[src/rtl/pipe_adder_if.sv]
// Handshake bundle for pipe_adder: operand beat in, result beat out.
// The master drives operands and out_ready; the slave (the adder) drives the rest.
interface pipe_adder_if #(
    parameter int WIDTH = 64
);
    logic             in_valid;
    logic             in_ready;
    logic             in_sub;
    logic             cin;
    logic [WIDTH-1:0] in1;
    logic [WIDTH-1:0] in2;
    logic             out_valid;
    logic             out_ready;
    logic [WIDTH-1:0] out;
    logic             cout;
    logic             overflow;
    logic             zero;

    modport master (
        output in_valid, in_sub, cin, in1, in2, out_ready,
        input  in_ready, out_valid, out, cout, overflow, zero
    );

    modport slave (
        input  in_valid, in_sub, cin, in1, in2, out_ready,
        output in_ready, out_valid, out, cout, overflow, zero
    );
endinterface

[src/rtl/pipe_adder.sv]
// Skewed pipelined add/subtract: one SW-bit slice per stage, carry registered between stages.
// Define PIPE_ADDER_FLAGS_EN to build the registered overflow/zero flags; otherwise both read 0.
module pipe_adder #(
    parameter int WIDTH  = 64,
    parameter int STAGES = 4     // WIDTH must be a multiple of STAGES
) (
    input logic         clk,
    input logic         rst_n,
    pipe_adder_if.slave bus
);
    localparam int SW   = WIDTH / STAGES;
    localparam int LAST = STAGES - 1;

    // Stage registers: lower sum bits done, upper A/B' bits still waiting for their stage.
    logic [STAGES-1:0] v_q;
    logic [STAGES-1:0] c_q;
    logic [WIDTH-1:0]  a_q [STAGES];
    logic [WIDTH-1:0]  b_q [STAGES];
    logic [WIDTH-1:0]  s_q [STAGES];

    logic [STAGES-1:0] vin;
    logic [STAGES-1:0] c_in;
    logic [STAGES-1:0] c_nx;
    logic [STAGES-1:0] load;
    logic [WIDTH-1:0]  a_in [STAGES];
    logic [WIDTH-1:0]  b_in [STAGES];
    logic [WIDTH-1:0]  s_in [STAGES];
    logic [WIDTH-1:0]  s_nx [STAGES];

    always_comb begin
        logic [SW:0] sum;
        // NOTE: every always_comb output gets a value on every path first, so no latch is inferred.
        sum     = '0;
        vin[0]  = bus.in_valid;
        a_in[0] = bus.in1;
        b_in[0] = bus.in_sub ? ~bus.in2 : bus.in2;
        c_in[0] = bus.in_sub | bus.cin;
        s_in[0] = '0;
        for (int k = 1; k < STAGES; k++) begin
            vin[k]  = v_q[k-1];
            a_in[k] = a_q[k-1];
            b_in[k] = b_q[k-1];
            c_in[k] = c_q[k-1];
            s_in[k] = s_q[k-1];
        end
        for (int k = 0; k < STAGES; k++) begin
            sum = {1'b0, a_in[k][k*SW +: SW]} + {1'b0, b_in[k][k*SW +: SW]}
                + {{SW{1'b0}}, c_in[k]};
            s_nx[k]              = s_in[k];
            s_nx[k][k*SW +: SW]  = sum[SW-1:0];
            c_nx[k]              = sum[SW];
        end
    end

    // A stage may load when it is empty or its own beat moves on; this ripples back from the consumer.
    always_comb begin
        logic [STAGES-1:0] ld;
        ld       = '0;
        ld[LAST] = !v_q[LAST] || bus.out_ready;
        for (int k = LAST - 1; k >= 0; k--) begin
            ld[k] = !v_q[k] || ld[k+1];
        end
        load = ld;
    end

    always_ff @(posedge clk or negedge rst_n) begin
        if (!rst_n) begin
            // NOTE: datapath registers are reset too, so out/cout read 0 straight after reset.
            v_q <= '0;
            c_q <= '0;
            for (int k = 0; k < STAGES; k++) begin
                a_q[k] <= '0;
                b_q[k] <= '0;
                s_q[k] <= '0;
            end
        end else begin
            // NOTE: non-blocking assignments let every stage sample its predecessor's old value.
            for (int k = 0; k < STAGES; k++) begin
                if (load[k]) begin
                    v_q[k] <= vin[k];
                    if (vin[k]) begin
                        a_q[k] <= a_in[k];
                        b_q[k] <= b_in[k];
                        s_q[k] <= s_nx[k];
                        c_q[k] <= c_nx[k];
                    end
                end
            end
        end
    end

`ifdef PIPE_ADDER_FLAGS_EN
    logic ovf_q;
    logic zero_q;

    always_ff @(posedge clk or negedge rst_n) begin
        if (!rst_n) begin
            ovf_q  <= 1'b0;
            zero_q <= 1'b0;
        end else if (load[LAST] && vin[LAST]) begin
            ovf_q  <= (a_in[LAST][WIDTH-1] == b_in[LAST][WIDTH-1])
                   && (s_nx[LAST][WIDTH-1] != a_in[LAST][WIDTH-1]);
            zero_q <= (s_nx[LAST] == '0);
        end
    end

    assign bus.overflow = ovf_q;
    assign bus.zero     = zero_q;
`else
    assign bus.overflow = 1'b0;
    assign bus.zero     = 1'b0;
`endif

    assign bus.in_ready  = load[0];
    assign bus.out_valid = v_q[LAST];
    assign bus.out       = s_q[LAST];
    assign bus.cout      = c_q[LAST];
endmodule

[src/flat_wrapper.sv]
// flat-port wrapper written by rule: the top's interface ports become plain ports
module pipe_adder_flat 
#(
    parameter int WIDTH  = 64,
    parameter int STAGES = 4                                          
)
  (clk, rst_n, bus_in_valid, bus_in_sub, bus_cin, bus_in1, bus_in2, bus_out_ready, bus_in_ready, bus_out_valid, bus_out, bus_cout, bus_overflow, bus_zero);
  pipe_adder_if #(.WIDTH(WIDTH)) bus_i ();
  input logic clk;
  input logic rst_n;
  input wire logic [$bits(bus_i.in_valid)-1:0] bus_in_valid;
  input wire logic [$bits(bus_i.in_sub)-1:0] bus_in_sub;
  input wire logic [$bits(bus_i.cin)-1:0] bus_cin;
  input wire logic [$bits(bus_i.in1)-1:0] bus_in1;
  input wire logic [$bits(bus_i.in2)-1:0] bus_in2;
  input wire logic [$bits(bus_i.out_ready)-1:0] bus_out_ready;
  output wire logic [$bits(bus_i.in_ready)-1:0] bus_in_ready;
  output wire logic [$bits(bus_i.out_valid)-1:0] bus_out_valid;
  output wire logic [$bits(bus_i.out)-1:0] bus_out;
  output wire logic [$bits(bus_i.cout)-1:0] bus_cout;
  output wire logic [$bits(bus_i.overflow)-1:0] bus_overflow;
  output wire logic [$bits(bus_i.zero)-1:0] bus_zero;
  assign bus_i.in_valid = bus_in_valid;
  assign bus_i.in_sub = bus_in_sub;
  assign bus_i.cin = bus_cin;
  assign bus_i.in1 = bus_in1;
  assign bus_i.in2 = bus_in2;
  assign bus_i.out_ready = bus_out_ready;
  assign bus_in_ready = bus_i.in_ready;
  assign bus_out_valid = bus_i.out_valid;
  assign bus_out = bus_i.out;
  assign bus_cout = bus_i.cout;
  assign bus_overflow = bus_i.overflow;
  assign bus_zero = bus_i.zero;
  pipe_adder #(.WIDTH(WIDTH), .STAGES(STAGES)) u_core (.clk(clk), .rst_n(rst_n), .bus(bus_i));
endmodule
[config.mk]
export PLATFORM = sky130hd
export DESIGN_NAME = pipe_adder_flat
export DESIGN_NICKNAME = d
export VERILOG_FILES = /design/src/rtl/pipe_adder_if.sv /design/src/rtl/pipe_adder.sv /design/src/flat_wrapper.sv
export SDC_FILE = /design/constraint.sdc
export NUM_CORES = 1
export LEC_CHECK = 0
export ABC_AREA = 1
export CAP_MARGIN = 20
export CORE_UTILIZATION = 49
export DETAILED_ROUTE_END_ITERATION = 6
export PLACE_DENSITY = 0.69
export SLEW_MARGIN = 20
export SYNTH_ARGS = -nofsm -noshare
export SYNTH_HDL_FRONTEND = slang
export SYNTH_SLANG_ARGS = --single-unit
[constraint.sdc]
create_clock -name clk -period 5.1 [get_ports clk]
set_clock_uncertainty 0.1 [all_clocks]
set_input_delay 0.765 -clock clk [delete_from_list [all_inputs] [get_ports clk]]
set_output_delay 0.765 -clock clk [all_outputs]
set_load 0.01 [all_outputs]
==> results of run 1 <==
-- cell type report --
type / instances / share of cell area [%]
repair buffers: 214 / 10.1
inverters: 216 / 3.82
clock inverters: 9 / 0.348
flip-flops and latches: 360 / 42.4
well taps: 461 / 2.72
clock buffers: 58 / 5.56
multi-input cells: 1571 / 35.0
-- per-layer routing --
layer  vias up  wire, um
li1       7188         -
met1      6667     20900
met2       283     19000
met3        53      1790
met4         0       840
met5         -         0
-- final timing paths --
check / startpoint / slack (ps) / cells past startpoint / end
worst max-delay path: bus_out_ready / 1870 / 6 / bus_in_ready
worst min-delay path: rst_n / 150 / 1 / u_core.b_in[113]$_DFFE_PN0P_
worst max register to register: u_core.v_q[3]$_DFFE_PN0P_ / 2670 / 7 / u_core.s_in[75]$_DFFE_PN0P_
worst min register to register: u_core.bus.out[20]$_DFFE_PN0P_ / 370 / 2 / u_core.bus.out[20]$_DFFE_PN0P_
max in group asynchronous: rst_n / 3560 / 2 / u_core.b_in[162]$_DFFE_PN0P_
min in group clk: u_core.bus.out[20]$_DFFE_PN0P_ / 370 / 2 / u_core.bus.out[20]$_DFFE_PN0P_
-- metrics by stage --
| step | power (uW) | util [%] | instances | instance area (um^2) |
|---|---|---|---|---|
| CTS | 10800 | 59.7 | 2889 | 21200 |
| detailed placement | 7950 | 56.1 | 2822 | 20000 |
| global placement | 7860 | 56.1 | 2822 | 20000 |
| floorplan | 6520 | - | 2230 | 17700 |
| global route | 11500 | 59.7 | 2889 | 21200 |
| finish | 10700 | 59.7 | 2889 | 21200 |
-- power groups by stage --
stage                     combinational [uW]  sequential [uW]  clock [uW]
after CTS                               3660             4280        2820
final                                   3620             4280        2780
after detailed placement                3630             4320           0
after floorplan                         2240             4280           0
after global placement                  3560             4300           0
after global routing                    4130             4380        2950
-- cell usage in the layout (no fill, tap or decap) --
master / synthesis / layout
xor2_1: 48 / 48
o21ai_0: 129 / 129
nand3_2: 1 / 1
nand3b_1: 13 / 13
conb_1: 1 / 2
xnor2_1: 25 / 25
o21ai_1: 24 / 24
nor2_1: 54 / 53
inv_1: 212 / 212
buf_4: 3 / 13
nand4_1: 4 / 4
a21oi_1: 40 / 40
dfrtp_1: 360 / 360
clkdlybuf4s50_1: 0 / 198
bufinv_16: 0 / 1
ha_1: 60 / 60
or2_2: 20 / 20
inv_2: 4 / 4
nor2_4: 2 / 3
buf_12: 0 / 2
nor2_2: 1 / 1
clkbuf_1: 28 / 8
nand2_4: 0 / 2
o22ai_1: 1 / 1
clkbuf_8: 0 / 9
nor3_1: 12 / 12
fa_1: 8 / 8
clkinv_4: 0 / 1
buf_8: 0 / 1
and2_1: 5 / 5
nand3_1: 75 / 75
clkbuf_16: 0 / 41
nand2_1: 1045 / 1045
clkinv_2: 0 / 7
-- critical path, stage by stage --
cell and delay (ps):
clkdlybuf4s50_1 440, nor2_2 240, nand3_2 180, nor2_4 150, inv_1 80, clkdlybuf4s50_1 520
-- cells by family after synthesis --
group | synth area share [%]
buffers and inverters | 7.06
adder cells (fa/ha/maj) | 5.15
XOR/XNOR | 3.62
flip-flops | 51.0
AND/OR/NAND/NOR | 27.7
other | 0.0212
AO/OA/AOI/OAI | 5.50
-- state kept, by name (all words and copies together), names as in the netlist --
name / cells
u_core.c_q: 4
u_core.a_in: 96
u_core.bus.out: 64
u_core.s_in: 96
u_core.v_q: 4
u_core.b_in: 96
-- synthesized netlist by cell type, drive strengths merged --
library cell and instances:
a21oi 40, and2 5, buf 55, clkbuf 28, conb 1, dfrtp 360
fa 8, ha 60, inv 216, nand2 1047, nand3 76, nand3b 13
nand4 4, nor2 57, nor3 12, o21ai 153, o22ai 1, or2 20
xnor2 25, xor2 48
==> reports/metrics.cfg, run 1 <==
[final_layout]
regArea_um2 = 9010
n_antenna_cell = 0
fill_cells = 3288
fin_nets = 2604
area_delta_synth_final_pct = 20.1
drive_gt1_share_pct = 4.37
multi_input_area_um2 = 7440

[flow_run]
cap_violations = 0

[detailed_routing]
initialDrtViolationCount = 851
antenna_left = 0
drtPass1Iterations = 5
routed_via_density = 4.91
vias = 14191
wl_mm = 42.6
drc_errors = 0
wl_per_cell_um = 14.7

[grt]
grt_usage_pct = 23.9
use_met2_pct = 37.8
grt_busiest_layer = met2
antenna_found_initial = 0
grt_overflow_total = 0
grt_max_degree = 122
met3_usage_pct = 3.01
use_met1_pct = 34.8
grt_pass1_wl_mm = 70.0
grt_pass1_vias = 13846

[place]
gp_congestion = 0.904
dp_slack_ps = 1700
place.port_buffers = 200
post-dp-hpwl_mm = 29.6

[sta]
worst_hold_slack_ps = 146
final.setup.worst_slack_ps = 1870
fin_crit_sh_pct = 63.4
hold_viol_final = 0
setup_violations = 0
fmax_mhz = 309
rsz0062_at_grt = no
relSlewSlack_pct = 35.5
worst_pin_slew_ps = 967
tns_ps = 0
period_needed_ps = 3230
slew_viol_final = 0

[setup_path]
cp.arrival_ps = 2370
start_kind = input port
crit_required_ps = 4240
critPathMaxFanout = 3
crit_path_end_kind = output pin
worst-setup-path-type = in -> out

[clock_tree]
cts_tree = done
cts_sinks = 360
htree_levels = 2
cts_buffers = 39
post_cts_buffers = 0
cts_max_path_buffers = 3
insertion_delay_ps = 530
path_clk_slew_ps = 60
post_cts_resized = 0
ctsRootBufferMaster = clkbuf_16
hold_buffers = 0

[pwr]
swShare_pct = 35.4
p_clk_share_pct = 26.0
cellPowerDensity_nw_per_um2 = 503
p_seq_share_pct = 40.1
switchingPower_uw = 3780
intPower_uw = 6900
p_comb_share_pct = 33.9
peakVddDrop_mv = 0.321
static-leakage-power_uw = 0.0112

[floorplanning]
io_pins = 203
dieHeight_um = 192
start_util_pct = 49.7
fp-row-count = 69
die-area_um2 = 36800
core_area_um2 = 35600
die_x_um = 192

[logic_synthesis]
yosysTopAreaCellShare_pct = 51.0
yosys.cell_types.count = 29
synth-warning-count = 0
synthCells = 2229
syn_area_um2 = 17700
ys_seq_area_share_pct = 51.0
ys_seq_elements = 360
synth_top_cell_by_area = dfrtp_1
synth_area_leaders = dfrtp_1 51%, nand2_1 22%, inv_1 4.5%
syn_avg_cell_area_um2 = 7.93

[hold_path]
hold_path.class = in -> async

[outcome]
status = finished clean

No activity file was read; power rests on OpenSTA's default activity.
==> run 2: changes to the inputs <==
clock period = 3.2 ns   (was 5.1 ns; I/O delays follow)
==> run 2 against run 1 <==
Compared with the run above:
- sequential share of layout area shrank 0.33 points
- combinational power grew 60%
- clock power grew 59%
- first-iteration DRC count decreased by 7.1%
- utilization grew 0.46 points
- largest power group unchanged
==> reports/metrics.cfg, run 2 (synthesized netlist as in run 1, its figures left out) <==
[outcome]
status = finished clean

[grt]
grt_pass1_wl_mm = 70.4
grt_overflow_total = 0
antenna_found_initial = 0
grt_pass1_vias = 13965
grt_max_degree = 121
grt_usage_pct = 24.0

[place]
post-dp-hpwl_mm = 29.7
placedInstanceArea_um2 = 20100
place.port_buffers = 200
gp_congestion = 0.863

[clock_tree]
cts_tree = done
cts_buffers = 40
cts_sinks = 360
post_cts_buffers = 0
ctsRootBufferMaster = clkbuf_16
htree_levels = 2
path_clk_slew_ps = 60
insertion_delay_ps = 520
cts_max_path_buffers = 3

[detailed_routing]
drc_errors = 0
antenna_left = 0
wl_mm = 42.2
routed_via_density = 4.88
initialDrtViolationCount = 791
wl_per_cell_um = 14.6
vias = 14163
drtPass1Iterations = 5

[sta]
period_needed_ps = 2860
relSlewSlack_pct = 32.2
rsz0062_at_grt = no
hold_viol_final = 0
worst_pin_slew_ps = 1020
fmax_mhz = 350
slew_viol_final = 0
setup_violations = 0
fin_crit_sh_pct = 89.3

[final_layout]
n_antenna_cell = 0
area_delta_synth_final_pct = 21.0
fin_nets = 2613
fin_area_um2 = 21400
drive_gt1_share_pct = 4.75
layout_common_cells = 1045 x nand2_1, 360 x dfrtp_1, 212 x inv_1
final_common_cell = nand2_1

[pwr]
intPower_uw = 11000
swShare_pct = 35.6
total_power_uw = 17100
p_comb_share_pct = 34.0
static-leakage-power_uw = 0.0113
p_clk_share_pct = 25.9
switchingPower_uw = 6080
p_seq_share_pct = 40.1
peakVddDrop_mv = 0.494
cellPowerDensity_nw_per_um2 = 798

[setup_path]
start_kind = input port
worst-setup-path-type = in -> reg
cpLargestDelayFamily = buffers and inverters
crit_path_end_kind = register
crit_path_max_incr_delay_ps = 800
crit_required_ps = 3560
cp.arrival_ps = 3210
critPathMaxFanout = 94
slowest_stage = buf_4
crit_chain = clkdlybuf4s50_1, nor2_2, nand3_2, nor2_4, nor2_4, buf_4, nand3_1, nand2_1
cp_num_buf_inv = 2
cpMostUsedCell = nor2_4

[floorplanning]
fp-row-count = 69
core_area_um2 = 35600
die-area_um2 = 36800
dieHeight_um = 192
start_util_pct = 49.7
io_pins = 203
die_x_um = 192

[flow_run]
cap_violations = 0

[hold_path]
hold_path.class = reg -> reg

==> run 2: final timing paths <==
path                                           endpoint  slack (ps)                    startpoint  cells past startpoint
max                        u_core.s_in[140]$_DFFE_PN0P_         340                 bus_out_ready                      8
min                        u_core.a_in[125]$_DFFE_PN0P_         370  u_core.a_in[189]$_DFFE_PN0P_                      2
max reg2reg                u_core.s_in[140]$_DFFE_PN0P_         350     u_core.v_q[3]$_DFFE_PN0P_                      8
min reg2reg                u_core.a_in[125]$_DFFE_PN0P_         370  u_core.a_in[189]$_DFFE_PN0P_                      2
max in group asynchronous   u_core.s_in[79]$_DFFE_PN0P_        1620                         rst_n                      3
min in group asynchronous  u_core.b_in[114]$_DFFE_PN0P_         470                         rst_n                      2
==> run 2: timing repair <==
item	CTS	global route
endpoints found under the setup margin	0	0
resized for setup	0	0
endpoints found under the hold margin	83	0
hold buffers	1	0
==> run 2: power groups by stage <==
stage | clock (uW) | combinational [uW] | sequential (uW)
after floorplan | 0 | 3570 | 6820
after global placement | 0 | 5710 | 6880
after detailed placement | 0 | 5820 | 6910
after CTS | 4510 | 5870 | 6850
after global routing | 4700 | 6650 | 7010
final | 4420 | 5810 | 6850
==> run 2: final cells by class <==
class / count / area, um^2
Clock buffer: 56 / 1140
Clock inverter: 15 / 125
Inverter: 216 / 811
Tap cell: 461 / 577
Sequential cell: 360 / 9010
Timing Repair Buffer: 222 / 2280
Multi-Input combinational cell: 1571 / 7440
Fill cell: 3231 / 14200
==> run 2: routing by layer <==
layer	GRT usage (%)	part of all wire, %	wire length, um	vias to the layer above
met1	34.3	48	20400	6632
met4	5.77	1.7	727	0
met2	38.7	46	19300	269
met5	0	0	0	-
met3	3.07	4.2	1760	51
li1	-	-	-	7211
==> run 2: worst register-to-register path, delay by kind of cell (launching register included) <==
| family | cells | cell delay (ps) |
|---|---|---|
| and+or+nand+nor | 6 | 1390 |
| DFF | 1 | 400 |
| buffers and inverters | 2 | 900 |
==> run 2: through the flow <==
| step | util (%) | instances | setup WS, ps | setup TNS (ps) | hold slack (ps) |
|---|---|---|---|---|---|
| floorplan | - | 2230 | 540 | 0 | 84.4 |
| global placement | 56.5 | 2829 | -90.9 | -2550 | 351 |
| detailed placement | 56.5 | 2829 | -207 | -8820 | 357 |
| CTS | 60.1 | 2901 | 341 | 0 | 367 |
| global route | 60.1 | 2901 | 78.0 | 0 | 387 |
| finish | 60.1 | 2901 | 342 | 0 | 367 |
